$ cat src/rtl/switch_input_reader.sv
// Synchronises, debounces and edge-detects a bank of board switches/buttons,
// and holds change events behind a valid/ack handshake for a polling consumer.
module switch_input_reader #(
    parameter int unsigned      WIDTH           = 8,
    parameter int unsigned      DEBOUNCE_CYCLES = 16,
    parameter logic [WIDTH-1:0] RESET_LEVEL     = '0
) (
    input  logic             clock,
    input  logic             reset,
    input  logic [WIDTH-1:0] sw_in,
    output logic [WIDTH-1:0] sw_state,
    output logic [WIDTH-1:0] sw_rise,
    output logic [WIDTH-1:0] sw_fall,
    output logic             event_valid,
    input  logic             event_ack,
    output logic [WIDTH-1:0] event_data,
    output logic [WIDTH-1:0] event_mask,
    output logic             event_overflow
);

    localparam int unsigned     CNT_W   = (DEBOUNCE_CYCLES > 1) ? $clog2(DEBOUNCE_CYCLES) : 1;
    localparam logic [CNT_W-1:0] CNT_MAX = CNT_W'(DEBOUNCE_CYCLES - 1);

    logic [WIDTH-1:0]            sync1_q;
    logic [WIDTH-1:0]            sync2_q;
    logic [WIDTH-1:0]            state_q, state_d;
    logic [WIDTH-1:0]            rise_q, rise_d;
    logic [WIDTH-1:0]            fall_q, fall_d;
    logic [WIDTH-1:0][CNT_W-1:0] cnt_q, cnt_d;

    logic                        eventValid_q, eventValid_d;
    logic [WIDTH-1:0]            eventData_q, eventData_d;
    logic [WIDTH-1:0]            eventMask_q, eventMask_d;
    logic                        eventOverflow_q, eventOverflow_d;
    logic [WIDTH-1:0]            chg;

    // Each bit counts consecutive cycles its synchronised level disagrees
    // with the accepted level; any agreement restarts the count.
    always_comb begin
        state_d = state_q;
        rise_d  = '0;
        fall_d  = '0;
        cnt_d   = cnt_q;
        for (int i = 0; i < int'(WIDTH); i++) begin
            if (sync2_q[i] == state_q[i]) begin
                cnt_d[i] = '0;
            end else if (cnt_q[i] == CNT_MAX) begin
                state_d[i] = sync2_q[i];
                cnt_d[i]   = '0;
                rise_d[i]  = sync2_q[i];
                fall_d[i]  = ~sync2_q[i];
            end else begin
                cnt_d[i] = cnt_q[i] + CNT_W'(1);
            end
        end
    end

    assign chg = rise_d | fall_d;

    // An ack coinciding with a new change consumes the old event and
    // captures the new one, so the consumer never loses a transition.
    always_comb begin
        eventValid_d    = eventValid_q;
        eventData_d     = eventData_q;
        eventMask_d     = eventMask_q;
        eventOverflow_d = eventOverflow_q;
        if (chg != '0) begin
            eventValid_d = 1'b1;
            eventData_d  = state_d;
            if (!eventValid_q || event_ack) begin
                eventMask_d     = chg;
                eventOverflow_d = 1'b0;
            end else begin
                eventMask_d     = eventMask_q | chg;
                eventOverflow_d = 1'b1;
            end
        end else if (event_ack && eventValid_q) begin
            eventValid_d    = 1'b0;
            eventMask_d     = '0;
            eventOverflow_d = 1'b0;
        end
    end

    always_ff @(posedge clock) begin
        if (reset) begin
            sync1_q         <= RESET_LEVEL;
            sync2_q         <= RESET_LEVEL;
            state_q         <= RESET_LEVEL;
            rise_q          <= '0;
            fall_q          <= '0;
            cnt_q           <= '0;
            eventValid_q    <= 1'b0;
            eventData_q     <= '0;
            eventMask_q     <= '0;
            eventOverflow_q <= 1'b0;
        end else begin
            sync1_q         <= sw_in;
            sync2_q         <= sync1_q;
            state_q         <= state_d;
            rise_q          <= rise_d;
            fall_q          <= fall_d;
            cnt_q           <= cnt_d;
            eventValid_q    <= eventValid_d;
            eventData_q     <= eventData_d;
            eventMask_q     <= eventMask_d;
            eventOverflow_q <= eventOverflow_d;
        end
    end

    assign sw_state       = state_q;
    assign sw_rise        = rise_q;
    assign sw_fall        = fall_q;
    assign event_valid    = eventValid_q;
    assign event_data     = eventData_q;
    assign event_mask     = eventMask_q;
    assign event_overflow = eventOverflow_q;

endmodule
$ cat config.mk
export PLATFORM = sky130hd
export DESIGN_NAME = switch_input_reader
export DESIGN_NICKNAME = d
export VERILOG_FILES = /design/src/rtl/switch_input_reader.sv
export SDC_FILE = /design/constraint.sdc
export NUM_CORES = 1
export LEC_CHECK = 0
export ABC_AREA = 1
export CORE_MARGIN = 2
export CORE_UTILIZATION = 45
export DETAILED_ROUTE_END_ITERATION = 8
export PLACE_DENSITY = 0.76
export SKIP_CTS_REPAIR_TIMING = 1
export SYNTH_ARGS = -nofsm -noshare
export SYNTH_HDL_FRONTEND = slang
export SYNTH_SLANG_ARGS = --single-unit
$ cat constraint.sdc
create_clock -name clock -period 2.8 [get_ports clock]
set_input_delay 0.56 -clock clock [delete_from_list [all_inputs] [get_ports clock]]
set_output_delay 0.56 -clock clock [all_outputs]
set_load 0.005 [all_outputs]
==> results of run 1 <==
## placed cells by master (no fill, tap or decap)
master and instances:
bufinv_16 1, nor2_2 4, nand4_1 8, dfxtp_1 90, ha_1 8, nand2_1 39, clkinv_2 3, inv_2 2
o21ai_2 1, a21oi_2 8, nand2_4 3, buf_4 1, nand2_8 1, o21ai_0 18, nor3b_1 8, clkinv_1 1
clkdlybuf4s50_1 51, inv_1 71, clkbuf_8 10, nor3_1 14, nor2_1 85, nand2_2 15, nand3_1 18, buf_2 1
nor4_1 1, clkbuf_1 2, xor2_1 9, nor2_8 2, a21oi_1 5
## cell families after synthesis
group                      after synthesis
AOI/OAI and AO/OA                       32
xor gates and xnor gates                 9
adders and majority gates                8
buffers and inverters                   82
and+or+nand+nor                        198
DFF                                     90
## area by class of cell
type	instances	area, µm²
clock buffers	12	145
clock inverters	3	40.0
fillers	692	3360
inverters	75	283
multi-input cells	247	1330
flip-flops and latches	90	1800
well taps	102	128
repair buffers	53	523
## report_power, final
group	leakage, µW	total [µW]	internal (µW)	switching (µW)
clock network	0.0000962	840	430	410
registers	0.000729	1300	1290	7.63
logic	0.000823	57.2	22.9	34.3
total	0.00165	2200	1750	452
## how the worst max path moves through the flow
stage	slack (ns)	startpoint	cells past startpoint	end
6_report	0.99	event_mask[1]	1	event_mask[1]
5_1_grt	0.82	cnt_q[0]	10	event_data[1]
4_1_cts	0.97	event_mask[6]	1	event_mask[6]
3_5_place_dp	0.84	event_ack	6	event_mask[6]
3_3_place_gp	0.96	event_ack	6	event_mask[6]
2_1_floorplan	1.33	cnt_q[8]	10	event_valid
## tightest hold or removal path: cells and delay by family, from the launching register on
family | cells | cell delay, ns
flip-flops | 1 | 0.30
buffers and inverters | 1 | 0.04
AND/OR/NAND/NOR | 1 | 0.03
## registers in the layout, indices dropped and copies added, names as in the netlist
name / flops
sw_rise: 8
event_valid: 1
event_data: 8
event_overflow: 1
sync1_q: 8
sw_fall: 8
sync2_q: 8
event_mask: 8
sw_state: 8
cnt_q: 32
## metrics by stage
step                area (µm²)  setup slack (ns)  util [%]
floorplan                 3480              1.33         -
global placement          4060             0.961      53.4
detailed placement        4060             0.839      53.4
CTS                       4250             0.967      55.8
global route              4250             0.824      55.8
finish                    4250             0.991      55.8
## per-layer routing
layer  GRT usage (%)  part of all wire (%)
met2            26.8                    49
met5               0                     0
met4            9.08                   2.0
met3            3.29                   4.1
met1            18.6                    45
==> flow_summary.toml, run 1 <==
[clock_tree]
cts_buffers = 9
clk_pin_slew_ns = 0.08
insertion_delay_ns = 0.35
root_buffer = "clkbuf_8"
clockBufferDepth = 2
cts.sinks = 90
ctsHtreeMaxLevel = 3
cts_tree = "built"

[timing]
relSlewSlack_pct = 60.5
fmax_mhz = 553
clock_skew_ns = 0.00854
tightest_slew_ns = 0.590
hold_viol_final = 0
min_period_ns = 1.81
finalMaxSlewViolations = 0
period_share_pct = 64.6
finalSetupTns_ns = 0
holdWs_ns = 0.406
setup_viol = 0
rsz0062_at_grt = "no"

[synth]
seq_area_frac_synth_pct = 51.7
synth_area_mm2 = 0.00348
synth.distinct_cells = 28
synth_top_family_by_area = "simple AND/OR/NAND/NOR gates"
synth_compound_area_share_pct = 5.57
synthTopCellsByArea = "dfxtp_1, nor2_1, inv_1"
syn_inst = 419
synth-async-reset-ratio_pct = 0
synth_edf_count = 0
synthFlopType = "dfxtp_1"
synth.top_cell.area_share_pct = 51.7
ys_ff_latch = 90
synth_most_common_cell = "dfxtp_1"
synthTopCellsByCount = "dfxtp_1, nor2_1, inv_1"
synthAdderAreaFrac_pct = 2.87
synth_xor_area_share_pct = 2.26
yosys.area_share.simple_pct = 27.4
avgSynthCellArea_um2 = 8.31
ys_warn_count = 0
yosysTopAreaCell = "dfxtp_1"
muxShareOfSynthArea_pct = 0
synth_fp_nets = 438

[global_routing]
grt_pass1_wl_um = 10600
grt_overflow = 0
grt_max_degree = 48
first_global_vias = 2482
grtUsageTotal_pct = 15.9
antenna_found_initial = 0

[route]
viasPerCell = 4.65
antenna_left = 0
first_pass_iters = 4
wl_per_cell_um = 10.8
routed_wl_um = 6270
drc = 0
vias = 2706
drt_iter0_drc = 106

[critical_path]
r2r-end = "event_data[5]"
cp_num_buf_inv = 1
crit_path_start_kind = "flip-flop"
worstSetupPathType = "reg -> out"
required_ns = 2.24
critPathSlowestCell = "clkdlybuf4s50_1"
path_max_fanout = 3
crit_chain = "clkdlybuf4s50_1"
regToRegStartpoint = "cnt_q[8]"
slowest_delay_ns = 0.52
cp-end-kind = "output port"
cp.arrival_ns = 1.25
rr_worst_depth = 10
r2r_slack_ns = 1.06
crit_family = "buffers and inverters"

[worst_hold_path]
hp-start = "sync1_q[3]"
hold_path_depth = 2
worstHoldPathType = "reg -> reg"
worstHoldEndpoint = "sync2_q[3]"

[finish]
n_antenna_cell = 0
drive_gt1_share_pct = 10.8
syn2layout_area_growth_pct = 22.0
fin_cells = 582
nets = 495

[run_status]
status = "finished clean"

[pwr]
power.density_mw_per_mm2 = 517
p_leak_uw = 0.00165
finalPower_uw = 2200
vdd_drop_max_mv = 0.252

[placed_design]
dp_hpwl_um = 4530
port_buffers = 52
gp_congestion = 0.746
dpl.cell_count = 567

[job]
cap_violations = 0

[floorplanning]
coreArea_mm2 = 0.00761
chipWidth_um = 92.0
dieHeight_um = 92.0
fp.dieArea_mm2 = 0.00846
rows = 32
top_level_ports = 53
start_util_pct = 45.8
(Power assumes the default switching activity.)
==> run 2, diff against run 1 <==
==> constraint.sdc (replaced) <==
create_clock -name clock -period 1.8 [get_ports clock]
set_input_delay 0.36 -clock clock [delete_from_list [all_inputs] [get_ports clock]]
set_output_delay 0.36 -clock clock [all_outputs]
set_load 0.005 [all_outputs]
==> flow_summary.toml, run 2 (synthesis gave the netlist of run 1 again) <==
[run_status]
status = "finished clean"

[finish]
nets = 496
final_common_cell = "dfxtp_1"
n_antenna_cell = 0
largest_register = "cnt_q"
drive_gt1_share_pct = 11.8
syn2layout_area_growth_pct = 23.9
layout_common_cells = "dfxtp_1, nor2_1, inv_1"
largest_reg_flops = 32

[critical_path]
required_ns = 1.44
critPathSlowestCell = "clkdlybuf4s50_1"
cp-end-kind = "output port"
rr_worst_depth = 9
slowest_delay_ns = 0.52
crit_family = "buffers and inverters"
r2r-end = "event_data[5]"
worstSetupPathType = "reg -> out"
crit_path_start_kind = "flip-flop"
cp_num_buf_inv = 1
path_max_fanout = 3
regToRegStartpoint = "cnt_q[12]"
crit_chain = "clkdlybuf4s50_1"
cp.arrival_ns = 1.28
r2r_slack_ns = 0.16

[timing]
fmax_mhz = 608
finalMaxSlewViolations = 0
relSlewSlack_pct = 62.5
period_share_pct = 91.4
setup_viol = 0
tightest_slew_ns = 0.560
min_period_ns = 1.64
finalSetupTns_ns = 0
rsz0062_at_grt = "no"
clock_skew_ns = 0.00732
setup_ws_ns = 0.155
hold_viol_final = 0

[floorplanning]
dieHeight_um = 92.0
rows = 32
chipWidth_um = 92.0
coreArea_mm2 = 0.00761
top_level_ports = 53
start_util_pct = 45.8
fp.dieArea_mm2 = 0.00846

[global_routing]
first_global_vias = 2544
gr-max-usage-layer = "met2"
grtUsageTotal_pct = 16.7
grt_max_degree = 48
grt_pass1_wl_um = 11300
use_met1_pct = 20.8
use_met2_pct = 27.3
gr-usage-met3_pct = 5.01
grt_overflow = 0
antenna_found_initial = 0

[job]
cap_violations = 0

[worst_hold_path]
worstHoldPathType = "reg -> reg"
hold_path_depth = 2
hp-start = "sync1_q[7]"
worstHoldEndpoint = "sync2_q[7]"

[clock_tree]
insertion_delay_ns = 0.36
root_buffer = "clkbuf_8"
ctsHtreeMaxLevel = 3
clockBufferDepth = 2
cts.sinks = 90
cts_tree = "built"
clk_pin_slew_ns = 0.08
cts_buffers = 9

[pwr]
p_leak_uw = 0.00167
vdd_drop_max_mv = 0.442
power.density_mw_per_mm2 = 868
finalPower_uw = 3750

[route]
routed_wl_um = 6470
drt_iter0_drc = 94
drc = 0
first_pass_iters = 4
viasPerCell = 4.63
vias = 2703
antenna_left = 0
wl_per_cell_um = 11.1

[placed_design]
port_buffers = 52
gp_congestion = 0.758
post-place-ws_ns = 0.111
dp_hpwl_um = 4580
[run 2: worst min-delay path, delay by kind of cell, from the launching register on]
| kind | cells | cell delay (ns) |
|---|---|---|
| flip-flops | 1 | 0.30 |
| AND/OR/NAND/NOR | 1 | 0.03 |
| buffers and inverters | 1 | 0.04 |
[run 2: power by group]
group | internal, µW | switching (µW) | leakage (µW)
clock | 918 | 713 | 0.000111
sequential | 2010 | 12.5 | 0.000729
combinational | 37.0 | 53.6 | 0.000828
[run 2: how the worst max path moves through the flow]
| stage | start | slack (ns) | cells past startpoint | endpoint |
|---|---|---|---|---|
| after CTS | cnt_q[20] | 0.12 | 10 | event_data[7] |
| final | event_mask[1] | 0.16 | 1 | event_mask[1] |
| after global routing | cnt_q[8] | 0.004 | 10 | event_data[2] |
| after global placement | event_ack | 0.10 | 6 | event_mask[2] |
| after detailed placement | event_ack | 0.11 | 6 | event_mask[2] |
| after floorplan | cnt_q[8] | 0.33 | 10 | event_valid |
[run 2: final cells by class]
| cell class | count | area (µm²) |
|---|---|---|
| multi-input cells | 247 | 1330 |
| flip-flops and latches | 90 | 1800 |
| repair buffers | 54 | 531 |
| clock inverters | 7 | 118 |
| clock buffers | 9 | 124 |
| well taps | 102 | 128 |
| inverters | 75 | 284 |
| fillers | 675 | 3290 |
[run 2: per-layer routing]
metal	vias up	routed length, µm
met2	51	3060
met5	-	0
met3	11	319
li1	1406	-
met1	1235	2990
met4	0	103
[run 2: per-stage QoR]
step	std cells	hold WS (ns)	instance area, µm²	util, %
finish	584	0.404	4320	56.7
global route	584	0.417	4320	56.7
CTS	584	0.405	4310	56.7
detailed placement	568	0.394	4070	53.5
global placement	568	0.390	4070	53.5
floorplan	419	0.388	3480	-
